===== config.mk =====
export PLATFORM = sky130hd
export DESIGN_NAME = reg_file_2r1w
export DESIGN_NICKNAME = d
export VERILOG_FILES = /design/src/rtl/reg_file_2r1w.sv
export SDC_FILE = /design/constraint.sdc
export NUM_CORES = 1
export LEC_CHECK = 0
export BUFFER_PORTS_ARGS = -buffer_cell sky130_fd_sc_hd__buf_2
export CAP_MARGIN = 20
export CORE_MARGIN = 3
export CORE_UTILIZATION = 40
export CTS_CLUSTER_SIZE = 10
export DETAILED_ROUTE_END_ITERATION = 8
export SLEW_MARGIN = 5
export SYNTH_ARGS = -nofsm -noshare
export SYNTH_HDL_FRONTEND = slang
export SYNTH_SLANG_ARGS = --single-unit

===== constraint.sdc =====
create_clock -name clk -period 9.1 [get_ports clk]
set_input_delay 2.73 -clock clk [delete_from_list [all_inputs] [get_ports clk]]
set_output_delay 2.73 -clock clk [all_outputs]
set_load 0.03 [all_outputs]

===== src/rtl/reg_file_2r1w.sv =====
// reg_file_2r1w: parametrised register file, DEPTH = 2**ADDR_W words of DATA_W bits,
// one write port and two independent registered read ports (A = R, B = S) with a
// one-cycle latency and a valid strobe each. A bulk-clear engine zeroes one word
// per cycle while busy is high; writes arriving then (or together with clr) are
// dropped and flagged on wr_err.
//
// Ports:
//   clk, reset         clock, asynchronous active-high reset
//   we, W_adr, W       write enable / address / data
//   R_re, R_adr        port A read request / address -> R, R_vld
//   S_re, S_adr        port B read request / address -> S, S_vld
//   clr                bulk-clear request (pulse)
//   busy               clear sequence in progress
//   wr_err             one-cycle pulse when a write was dropped
//
// Optional feature: define REGFILE_BYPASS_EN for write-first forwarding, where a
// read of the address being written in the same cycle returns the new data.
// Default build is read-first (returns the pre-write contents).
module reg_file_2r1w #(
  parameter int unsigned DATA_W   = 16,
  parameter int unsigned ADDR_W   = 3,
  parameter int unsigned ZERO_REG = 0
) (
  input  logic              clk,
  input  logic              reset,
  input  logic              we,
  input  logic [ADDR_W-1:0] W_adr,
  input  logic [DATA_W-1:0] W,
  input  logic              R_re,
  input  logic [ADDR_W-1:0] R_adr,
  output logic [DATA_W-1:0] R,
  output logic              R_vld,
  input  logic              S_re,
  input  logic [ADDR_W-1:0] S_adr,
  output logic [DATA_W-1:0] S,
  output logic              S_vld,
  input  logic              clr,
  output logic              busy,
  output logic              wr_err
);

  localparam int unsigned     DEPTH    = 2 ** ADDR_W;
  localparam logic [ADDR_W:0] LAST_IDX = (ADDR_W + 1)'(DEPTH - 1);

  typedef enum logic [0:0] {StIdle, StClear} state_e;

  state_e            state_q;
  logic [ADDR_W:0]   cnt_q;
  logic [DATA_W-1:0] mem_q [DEPTH];
  logic [DATA_W-1:0] r_q, s_q;
  logic              r_vld_q, s_vld_q, wr_err_q;

  logic              clearing;
  logic              wr_zero, wr_acc, wr_drop;
  logic              rd_a, rd_b;
  logic [DATA_W-1:0] r_d, s_d;

  assign clearing = (state_q == StClear);

  // Writes to the hardwired zero register vanish without an error pulse.
  assign wr_zero = (ZERO_REG != 0) && (W_adr == '0);
  // clr beats a coincident write.
  assign wr_acc  = we && !clearing && !clr && !wr_zero;
  assign wr_drop = we && !wr_zero && (clearing || clr);

  assign rd_a = R_re && !clearing;
  assign rd_b = S_re && !clearing;

  always_comb begin
    r_d = mem_q[R_adr];
    s_d = mem_q[S_adr];
`ifdef REGFILE_BYPASS_EN
    if (wr_acc && (W_adr == R_adr)) r_d = W;
    if (wr_acc && (W_adr == S_adr)) s_d = W;
`endif
    if ((ZERO_REG != 0) && (R_adr == '0)) r_d = '0;
    if ((ZERO_REG != 0) && (S_adr == '0)) s_d = '0;
  end

  // Storage: the clear engine owns the array while busy, so it never races a write.
  always_ff @(posedge clk or posedge reset) begin
    if (reset) begin
      for (int i = 0; i < DEPTH; i++) mem_q[i] <= '0;
    end else if (clearing) begin
      mem_q[cnt_q[ADDR_W-1:0]] <= '0;
    end else if (wr_acc) begin
      mem_q[W_adr] <= W;
    end
  end

  // Clear sequencer.
  always_ff @(posedge clk or posedge reset) begin
    if (reset) begin
      state_q <= StIdle;
      cnt_q   <= '0;
    end else begin
      unique case (state_q)
        StIdle: begin
          if (clr) state_q <= StClear;
          cnt_q <= '0;
        end
        StClear: begin
          if (cnt_q == LAST_IDX) begin
            state_q <= StIdle;
            cnt_q   <= '0;
          end else begin
            cnt_q <= cnt_q + (ADDR_W + 1)'(1);
          end
        end
        default: begin
          state_q <= StIdle;
          cnt_q   <= '0;
        end
      endcase
    end
  end

  // Read ports and error strobe.
  always_ff @(posedge clk or posedge reset) begin
    if (reset) begin
      r_q      <= '0;
      s_q      <= '0;
      r_vld_q  <= 1'b0;
      s_vld_q  <= 1'b0;
      wr_err_q <= 1'b0;
    end else begin
      if (rd_a) r_q <= r_d;
      if (rd_b) s_q <= s_d;
      r_vld_q  <= rd_a;
      s_vld_q  <= rd_b;
      wr_err_q <= wr_drop;
    end
  end

  assign R      = r_q;
  assign S      = s_q;
  assign R_vld  = r_vld_q;
  assign S_vld  = s_vld_q;
  assign busy   = clearing;
  assign wr_err = wr_err_q;

endmodule

==> results.sh, run 1 <==
export IMPL_setup_tns_ns=0
export IMPL_tightest_slew_ns=1.120
export IMPL_grt_pass1_vias=6577
export IMPL_grt_max_degree=97
export IMPL_critPathTopFamily="flip-flops"
export IMPL_area_growth_pct=13.44
export IMPL_cts_buffers=17
export IMPL_ios=67
export IMPL_crit_slowest_cell="dfrtp_1"
export IMPL_syn_inst=805
export IMPL_ant_nets=0
export IMPL_fin_crit_sh_pct=46.40
export IMPL_wl_per_cell_um=22.20
export IMPL_avgViaCountPerCell=5.641
export IMPL_core_area_um2=21420
export IMPL_setup_violations=0
export IMPL_yosysSeqAreaShare_pct=47.37
export IMPL_fin_nets=877
export IMPL_grt_setup_unrepaired="false"
export IMPL_drv_cap=0
export IMPL_slowest_delay_ns=0.75
export IMPL_max_clock_freq_mhz=236.8
export IMPL_mostFrequentLayoutCells="mux2i_1 (193), dfrtp_1 (168), nand2_1 (164)"
export IMPL_slew_violations=0
export IMPL_power_leakage_nw=4.822
export IMPL_placed_area_um2=9376
export IMPL_ir_worst_vdd_uv=114.9
export IMPL_fin_crit_ns=4.222
export IMPL_mostFrequentLayoutCell="mux2i_1"
export IMPL_hold_violations=0
export IMPL_n_fill_cell=1941
export IMPL_drt_iter0_drc=342
export IMPL_syn_avg_cell_area_um2=11.02
export IMPL_setup_worst_path_start_class="flip-flop"
export IMPL_grt_util_all_layers_pct=21.28
export IMPL_crit_type="flip-flop to output port"
export IMPL_status="complete, no violations"
export IMPL_num_antenna_cells=0
export IMPL_die_w_um=155.0
export IMPL_fp_row_count=53
export IMPL_fp_dieH_um=155.0
export IMPL_drive_gt1_share_pct=21.47
export IMPL_critPathMaxFanout=19
export IMPL_synth_seq_cells=168
export IMPL_die_area_um2=24010
export IMPL_place_congestion=0.7696
export IMPL_powerDensity_nw_per_um2=298.3
export IMPL_clockBufferDepth=2
export IMPL_path_cells="buf_2"
export IMPL_holdBufCountCts=0
export IMPL_post_cts_setup_buffer_count=0
export IMPL_overflow=0
export IMPL_vias=6386
export IMPL_hold_worst_slack_ns=0.4738
export IMPL_finalClockSkew_ns=0.007935
export IMPL_stdcell_area_um2=10070
export IMPL_wirelength_mm=25.13
export IMPL_path_clk_slew_ns=0.06
export IMPL_synth_fp_nets=837
export IMPL_synth_area_um2=8875
export IMPL_grt_pass1_wl_mm=39.25
export IMPL_worstPathArrival_ns=1.49
export IMPL_cp_end_kind="output port"
export IMPL_cts_root_buf="clkbuf_16"
export IMPL_initial_core_util_pct=41.43
export IMPL_cts_sinks=168
export IMPL_dp_hpwl_mm=15.14
export IMPL_critPathBufInv=1
export IMPL_firstDrtPassIters=4
export IMPL_synth_warning_count=0
export IMPL_clock_latency_ns=0.42
export IMPL_tritoncts="yes"
export IMPL_drc_errors=0
export IMPL_portBuffers=66
export IMPL_post_cts_resized=0
export IMPL_maxSlewHeadroom_pct=25.35
export IMPL_synth_cell_types=32
export IMPL_hp_class="flip-flop to flip-flop"
export IMPL_antenna_found_initial=0
export IMPL_h_tree_depth=4
export IMPL_cp_required_ns=6.37
==> where the power goes <==
group          switching, mW  leakage [nW]  internal [mW]
logic                  0.590          2.26          0.378
registers              0.213          2.24           1.01
clock network          0.294         0.323          0.523
==> state kept, by name (all words and copies together) (netlist names) <==
| register | count |
|---|---|
| S | 16 |
| wr_err | 1 |
| cnt_q | 4 |
| R | 16 |
| S_vld | 1 |
| mem_q | 128 |
| busy | 1 |
| R_vld | 1 |
==> layout make-up <==
type	instances	area (um2)	share of cell area (%)
clock buffers	24	501.7	4.984
clock inverters	7	162.7	1.616
inverters	19	76.32	0.7581
multi-input cells	558	4304	42.75
flip-flops and latches	168	4204	41.76
well taps	275	344.1	3.418
repair buffers	81	474.2	4.710
==> Yosys cell counts <==
master	count	area, um2
mux2i_1	193	1932
dfrtp_1	168	4204
nand2_1	164	615.6
mux2_2	64	720.7
a22o_1	32	280.3
o22ai_1	32	200.2
o31ai_1	32	240.2
clkbuf_1	30	112.6
buf_2	22	110.1
inv_1	19	71.32
buf_6	5	56.30
nand2b_1	5	31.28
nor2_1	5	18.77
nor2b_1	4	25.02
nand3_1	3	15.01
nand4b_1	3	26.28
or4bb_1	3	33.78
and2_1	2	12.51
buf_4	2	15.01
nor2_2	2	12.51
nor2_4	2	22.52
nor3_4	2	32.53
nor3b_1	2	15.01
a21oi_1	1	5.000
buf_1	1	3.750
ha_1	1	12.51
nand3b_1	1	7.510
nand4_1	1	6.260
or3_1	1	6.260
or3b_4	1	11.26
or4b_2	1	10.01
xor2_1	1	8.760
==> stage by stage <==
step           worst slack [ns]  utilization, %  power [mW]  cells
2_1_floorplan             1.823               -       1.876    805
3_3_place_gp              4.467           43.64       2.161   1097
3_5_place_dp              4.405           43.78       2.192   1099
4_1_cts                   4.861           46.88       3.011   1130
5_1_grt                   4.802           47.00       3.171   1132
6_report                  4.878           47.00       3.003   1132
==> cells by family after synthesis <==
| group | synth area share (%) |
|---|---|
| flip-flops | 47.37 |
| adder cells (fa/ha/maj) | 0.1410 |
| AO/OA/AOI/OAI | 8.177 |
| XOR/XNOR | 0.09871 |
| AND/OR/NAND/NOR | 10.16 |
| buffers and inverters | 4.159 |
| multiplexers | 29.89 |
==> metal layers <==
metal / track usage (%) / up-vias / part of all wire [%]
li1: - / 2936 / -
met1: 28.34 / 3282 / 45
met2: 35.89 / 129 / 50
met3: 2.921 / 39 / 2.7
met4: 7.065 / 0 / 2.1
met5: 0 / - / 0
==> path summary, 6_finish.rpt <==
check                            from          to  slack, ns  cells after the start
worst min register to register   S[2]        S[2]       0.47                      2
min in group asynchronous       reset   mem_q[60]       2.47                      2
worst min-delay path             S[2]        S[2]       0.47                      2
max in group asynchronous       reset  mem_q[100]       5.15                      3
worst max-delay path             busy        busy       4.88                      1
worst max register to register   busy   mem_q[11]       6.76                      3
Power figures use the tool's default switching activity.
==> inputs of run 2 (changes only) <==
==> constraint.sdc (replaced) <==
create_clock -name clk -period 4.07 [get_ports clk]
set_input_delay 1.221 -clock clk [delete_from_list [all_inputs] [get_ports clk]]
set_output_delay 1.221 -clock clk [all_outputs]
set_load 0.03 [all_outputs]
==> results.sh, run 2 (synthesis results as in run 1) <==
export IMPL_status="complete, no violations"
export IMPL_setup_worst_path_start_class="flip-flop"
export IMPL_slowest_delay_ns=0.71
export IMPL_vias=6387
export IMPL_grt_setup_unrepaired="false"
export IMPL_r2r_setup_slack_ns=1.80
export IMPL_critPathMaxFanout=19
export IMPL_fp_row_count=53
export IMPL_post_cts_setup_buffer_count=0
export IMPL_fin_nets=887
export IMPL_setup_tns_ns=0
export IMPL_drive_gt1_share_pct=22.47
export IMPL_stdcell_area_um2=10090
export IMPL_worstPathArrival_ns=1.44
export IMPL_critPathTopFamily="flip-flops"
export IMPL_ir_worst_vdd_uv=239.8
export IMPL_tritoncts="yes"
export IMPL_ios=67
export IMPL_cp_end_kind="output port"
export IMPL_cp_required_ns=2.85
export IMPL_hold_worst_slack_ns=0.4813
export IMPL_fin_crit_ns=2.665
export IMPL_mostFrequentLayoutCells="mux2i_1 (193), dfrtp_1 (168), nand2_1 (164)"
export IMPL_place_congestion=0.7595
export IMPL_area_growth_pct=13.72
export IMPL_place_ws_ns=1.135
export IMPL_path_depth=1
export IMPL_wl_per_cell_um=22.41
export IMPL_firstDrtPassIters=5
export IMPL_hold_violations=0
export IMPL_initial_core_util_pct=41.43
export IMPL_post_cts_resized=0
export IMPL_grt_pass1_vias=6609
export IMPL_powerDensity_nw_per_um2=647.2
export IMPL_cts_buffers=17
export IMPL_path_clk_slew_ns=0.06
export IMPL_tightest_slew_ns=0.9973
export IMPL_drt_iter0_drc=448
export IMPL_hp_class="flip-flop to flip-flop"
export IMPL_avgViaCountPerCell=5.588
export IMPL_critPathBufInv=1
export IMPL_num_antenna_cells=0
export IMPL_placed_area_um2=9478
export IMPL_postLayoutSetupSlackWorst_ns=1.405
export IMPL_h_tree_depth=4
export IMPL_clock_latency_ns=0.42
export IMPL_ant_nets=0
export IMPL_r2r_start="busy"
export IMPL_crit_type="flip-flop to output port"
export IMPL_grt_max_degree=87
export IMPL_crit_slowest_cell="dfrtp_1"
export IMPL_clockBufferDepth=2
export IMPL_timing_rr_end="mem_q[43]"
export IMPL_slew_violations=0
export IMPL_cts_sinks=168
export IMPL_dp_hpwl_mm=15.69
export IMPL_hold_start="S[4]"
export IMPL_setup_violations=0
export IMPL_top_register="mem_q"
export IMPL_overflow=0
export IMPL_core_area_um2=21420
export IMPL_power_leakage_nw=4.836
export IMPL_wirelength_mm=25.61
export IMPL_max_clock_freq_mhz=375.2
export IMPL_antenna_found_initial=0
export IMPL_holdBufCountCts=0
export IMPL_cts_root_buf="clkbuf_16"
export IMPL_largest_reg_flops=128
export IMPL_die_w_um=155.0
export IMPL_finalClockSkew_ns=0.01015
export IMPL_holdPathStages=2
export IMPL_path_cells="buf_2"
export IMPL_whs_endpoint="S[4]"
export IMPL_reg2regPathDepth=3
export IMPL_grt_pass1_wl_mm=39.96
export IMPL_drc_errors=0
export IMPL_die_area_um2=24010
export IMPL_fin_crit_sh_pct=65.48
export IMPL_mostFrequentLayoutCell="mux2i_1"
export IMPL_drv_cap=0
export IMPL_portBuffers=66
export IMPL_maxSlewHeadroom_pct=33.35
export IMPL_fp_dieH_um=155.0
export IMPL_grt_util_all_layers_pct=21.86
run 2: cell types whose count changed in the layout (fill, tap and decap cells not counted), sizes merged:
cell,change
clkbuf,-2
buf,+10
inv,-1
clkinv,+4
bufinv,-3
clkinvlp,+3
run 2: where the power goes:
group	switching, mW	internal [mW]
Clock	0.672	0.970
Sequential	0.470	2.25
Combinational	1.32	0.847
Total	2.47	4.07
run 2: worst register-to-register path: cells and delay by family (launching register included):
kind,cells,cell delay (ns)
mux,1,0.28
flops,1,0.60
simple gates,2,1.32
run 2: area by class of cell:
class	count	area (um2)
clock buffer	22	484.2
clock inverter	10	118.9
fill	1980	11330
inverter	19	75.07
multi-input combinational	558	4302
sequential	168	4204
tap	275	344.1
timing repair buffer	91	564.3
run 2: layer usage:
metal  GRT usage (%)  up-vias  part of all wire [%]
met1           28.39     3255                    44
li1                -     2963                     -
met4           6.854        0                   1.9
met3           3.115       28                   3.4
met2           37.83      141                    51
met5               0        -                     0
run 2: worst max path at each step:
stage	startpoint	endpoint	slack, ns
2_1_floorplan	reset	R[0]	0.71
3_3_place_gp	clr	mem_q[35]	1.18
3_5_place_dp	clr	mem_q[43]	1.14
4_1_cts	busy	busy	1.39
5_1_grt	busy	busy	1.32
6_report	busy	busy	1.40
run 2: through the flow:
stage                     utilization (%)  std cells  power (mW)
after CTS                           47.06       1142       6.566
after detailed placement            44.25       1110       4.913
after global routing                47.12       1143       6.932
final                               47.12       1143       6.532
after floorplan                         -        805       4.195
after global placement              44.25       1110       4.873
==> inputs of run 3 (changes only) <==
==> constraint.sdc (replaced) <==
create_clock -name clk -period 2.4 [get_ports clk]
set_input_delay 0.72 -clock clk [delete_from_list [all_inputs] [get_ports clk]]
set_output_delay 0.72 -clock clk [all_outputs]
set_load 0.03 [all_outputs]
==> results.sh, run 3 (synthesis results as in run 1) <==
export IMPL_post_cts_setup_buffer_count=0
export IMPL_clockBufferDepth=2
export IMPL_fp_row_count=53
export IMPL_placed_area_um2=9688
export IMPL_r2r_setup_slack_ns=0.38
export IMPL_initial_core_util_pct=41.43
export IMPL_portBuffers=66
export IMPL_largest_reg_flops=128
export IMPL_cp_end_kind="output port"
export IMPL_maxSlewHeadroom_pct=46.29
export IMPL_area_growth_pct=15.37
export IMPL_reg2regPathDepth=3
export IMPL_wirelength_mm=26.53
export IMPL_hp_class="input port to asynchronous set/reset pin"
export IMPL_cts_root_buf="clkbuf_16"
export IMPL_fin_crit_sh_pct=91.58
export IMPL_ios=67
export IMPL_ir_worst_vdd_uv=487.7
export IMPL_path_cells="buf_4, buf_2"
export IMPL_timing_rr_end="mem_q[114]"
export IMPL_grt_pass1_vias=6625
export IMPL_clock_latency_ns=0.44
export IMPL_r2r_start="busy"
export IMPL_p_seq_share_pct=41.8
export IMPL_setup_worst_path_start_class="flip-flop"
export IMPL_drive_gt1_share_pct=23.41
export IMPL_fin_nets=899
export IMPL_slowest_delay_ns=0.63
export IMPL_power_frac_comb_pct=34.4
export IMPL_dp_hpwl_mm=15.94
export IMPL_stdcell_count=1155
export IMPL_post_cts_resized=0
export IMPL_worstPathArrival_ns=1.48
export IMPL_stdcell_area_um2=10240
export IMPL_postLayoutSetupSlackWorst_ns=0.2020
export IMPL_max_clock_freq_mhz=455.0
export IMPL_tightest_slew_ns=0.8057
export IMPL_cp_required_ns=1.68
export IMPL_mostFrequentLayoutCells="mux2i_1 (193), dfrtp_1 (168), nand2_1 (164)"
export IMPL_drc_errors=0
export IMPL_die_area_um2=24010
export IMPL_hold_violations=0
export IMPL_top_register="mem_q"
export IMPL_num_antenna_cells=0
export IMPL_drt_iter0_drc=390
export IMPL_wl_per_cell_um=22.97
export IMPL_critPathMaxFanout=13
export IMPL_finalClockSkew_ns=0.01178
export IMPL_power_frac_clock_pct=23.8
export IMPL_crit_slowest_cell="dfrtp_1"
export IMPL_setup_violations=0
export IMPL_p_int_mw=6.740
export IMPL_dpl_cell_count=1123
export IMPL_core_area_um2=21420
export IMPL_holdBufCountCts=0
export IMPL_avgViaCountPerCell=5.623
export IMPL_p_sw_mw=4.288
export IMPL_fin_crit_ns=2.198
export IMPL_power_leakage_nw=4.898
export IMPL_overflow=0
export IMPL_powerDensity_nw_per_um2=1077
export IMPL_ant_nets=0
export IMPL_antenna_found_initial=0
export IMPL_h_tree_depth=4
export IMPL_drv_cap=0
export IMPL_fp_dieH_um=155.0
export IMPL_path_clk_slew_ns=0.07
export IMPL_mostFrequentLayoutCell="mux2i_1"
export IMPL_finalPower_mw=11.03
export IMPL_tritoncts="yes"
export IMPL_grt_setup_unrepaired="false"
export IMPL_hold_worst_slack_ns=0.3311
export IMPL_crit_type="flip-flop to output port"
export IMPL_firstDrtPassIters=7
export IMPL_cts_sinks=168
export IMPL_cts_buffers=17
export IMPL_vias=6494
export IMPL_grt_max_degree=57
export IMPL_grt_pass1_wl_mm=40.46
export IMPL_grt_util_all_layers_pct=22.33
export IMPL_die_w_um=155.0
export IMPL_status="complete, no violations"
export IMPL_place_ws_ns=0.2647
export IMPL_slew_violations=0
export IMPL_place_congestion=0.7798
export IMPL_p_sw_share_pct=38.88
==> run 3: final cells by class <==
cell class | count | area, um2
fillers | 1983 | 11180
multi-input cells | 558 | 4302
flip-flops and latches | 168 | 4204
repair buffers | 103 | 763.2
clock buffers | 20 | 446.7
well taps | 275 | 344.1
clock inverters | 12 | 103.9
inverters | 19 | 75.07
==> run 3: through the flow <==
step / TNS, ns / utilization, %
floorplan: -77.40 / -
global placement: 0 / 45.23
detailed placement: 0 / 45.23
CTS: 0 / 47.80
global route: 0 / 47.80
finish: 0 / 47.80
==> run 3: worst max-delay path: cells and delay by family, from the launching register on <==
family   cells  cell delay, ns
buf+inv      2            0.43
flops        1            0.63
==> run 3: worst max-delay path by stage <==
stage	start	to	slack, ns	cells after the start
5_1_grt	busy	busy	0.13	2
2_1_floorplan	reset	R[0]	-0.46	1
3_5_place_dp	clr	mem_q[114]	0.26	5
4_1_cts	busy	busy	0.20	2
3_3_place_gp	clr	mem_q[117]	0.29	5
6_report	busy	busy	0.20	2
==> run 3: power groups by stage <==
stage                     registers (mW)  logic [mW]  clock network, mW
after floorplan                     4.91        2.20                  0
after global placement              4.62        3.73                  0
after detailed placement            4.63        3.81                  0
after CTS                           4.60        3.82               2.67
after global routing                4.73        4.14               2.77
final                               4.61        3.79               2.63
==> run 3: per-layer routing <==
metal  vias to the layer above  wire length, um  track usage [%]
met5                         -                0                0
met4                         0              578            7.485
met3                        40              971            3.394
met2                       162            13020            36.98
met1                      3308            11960            30.09
li1                       2984                -                -
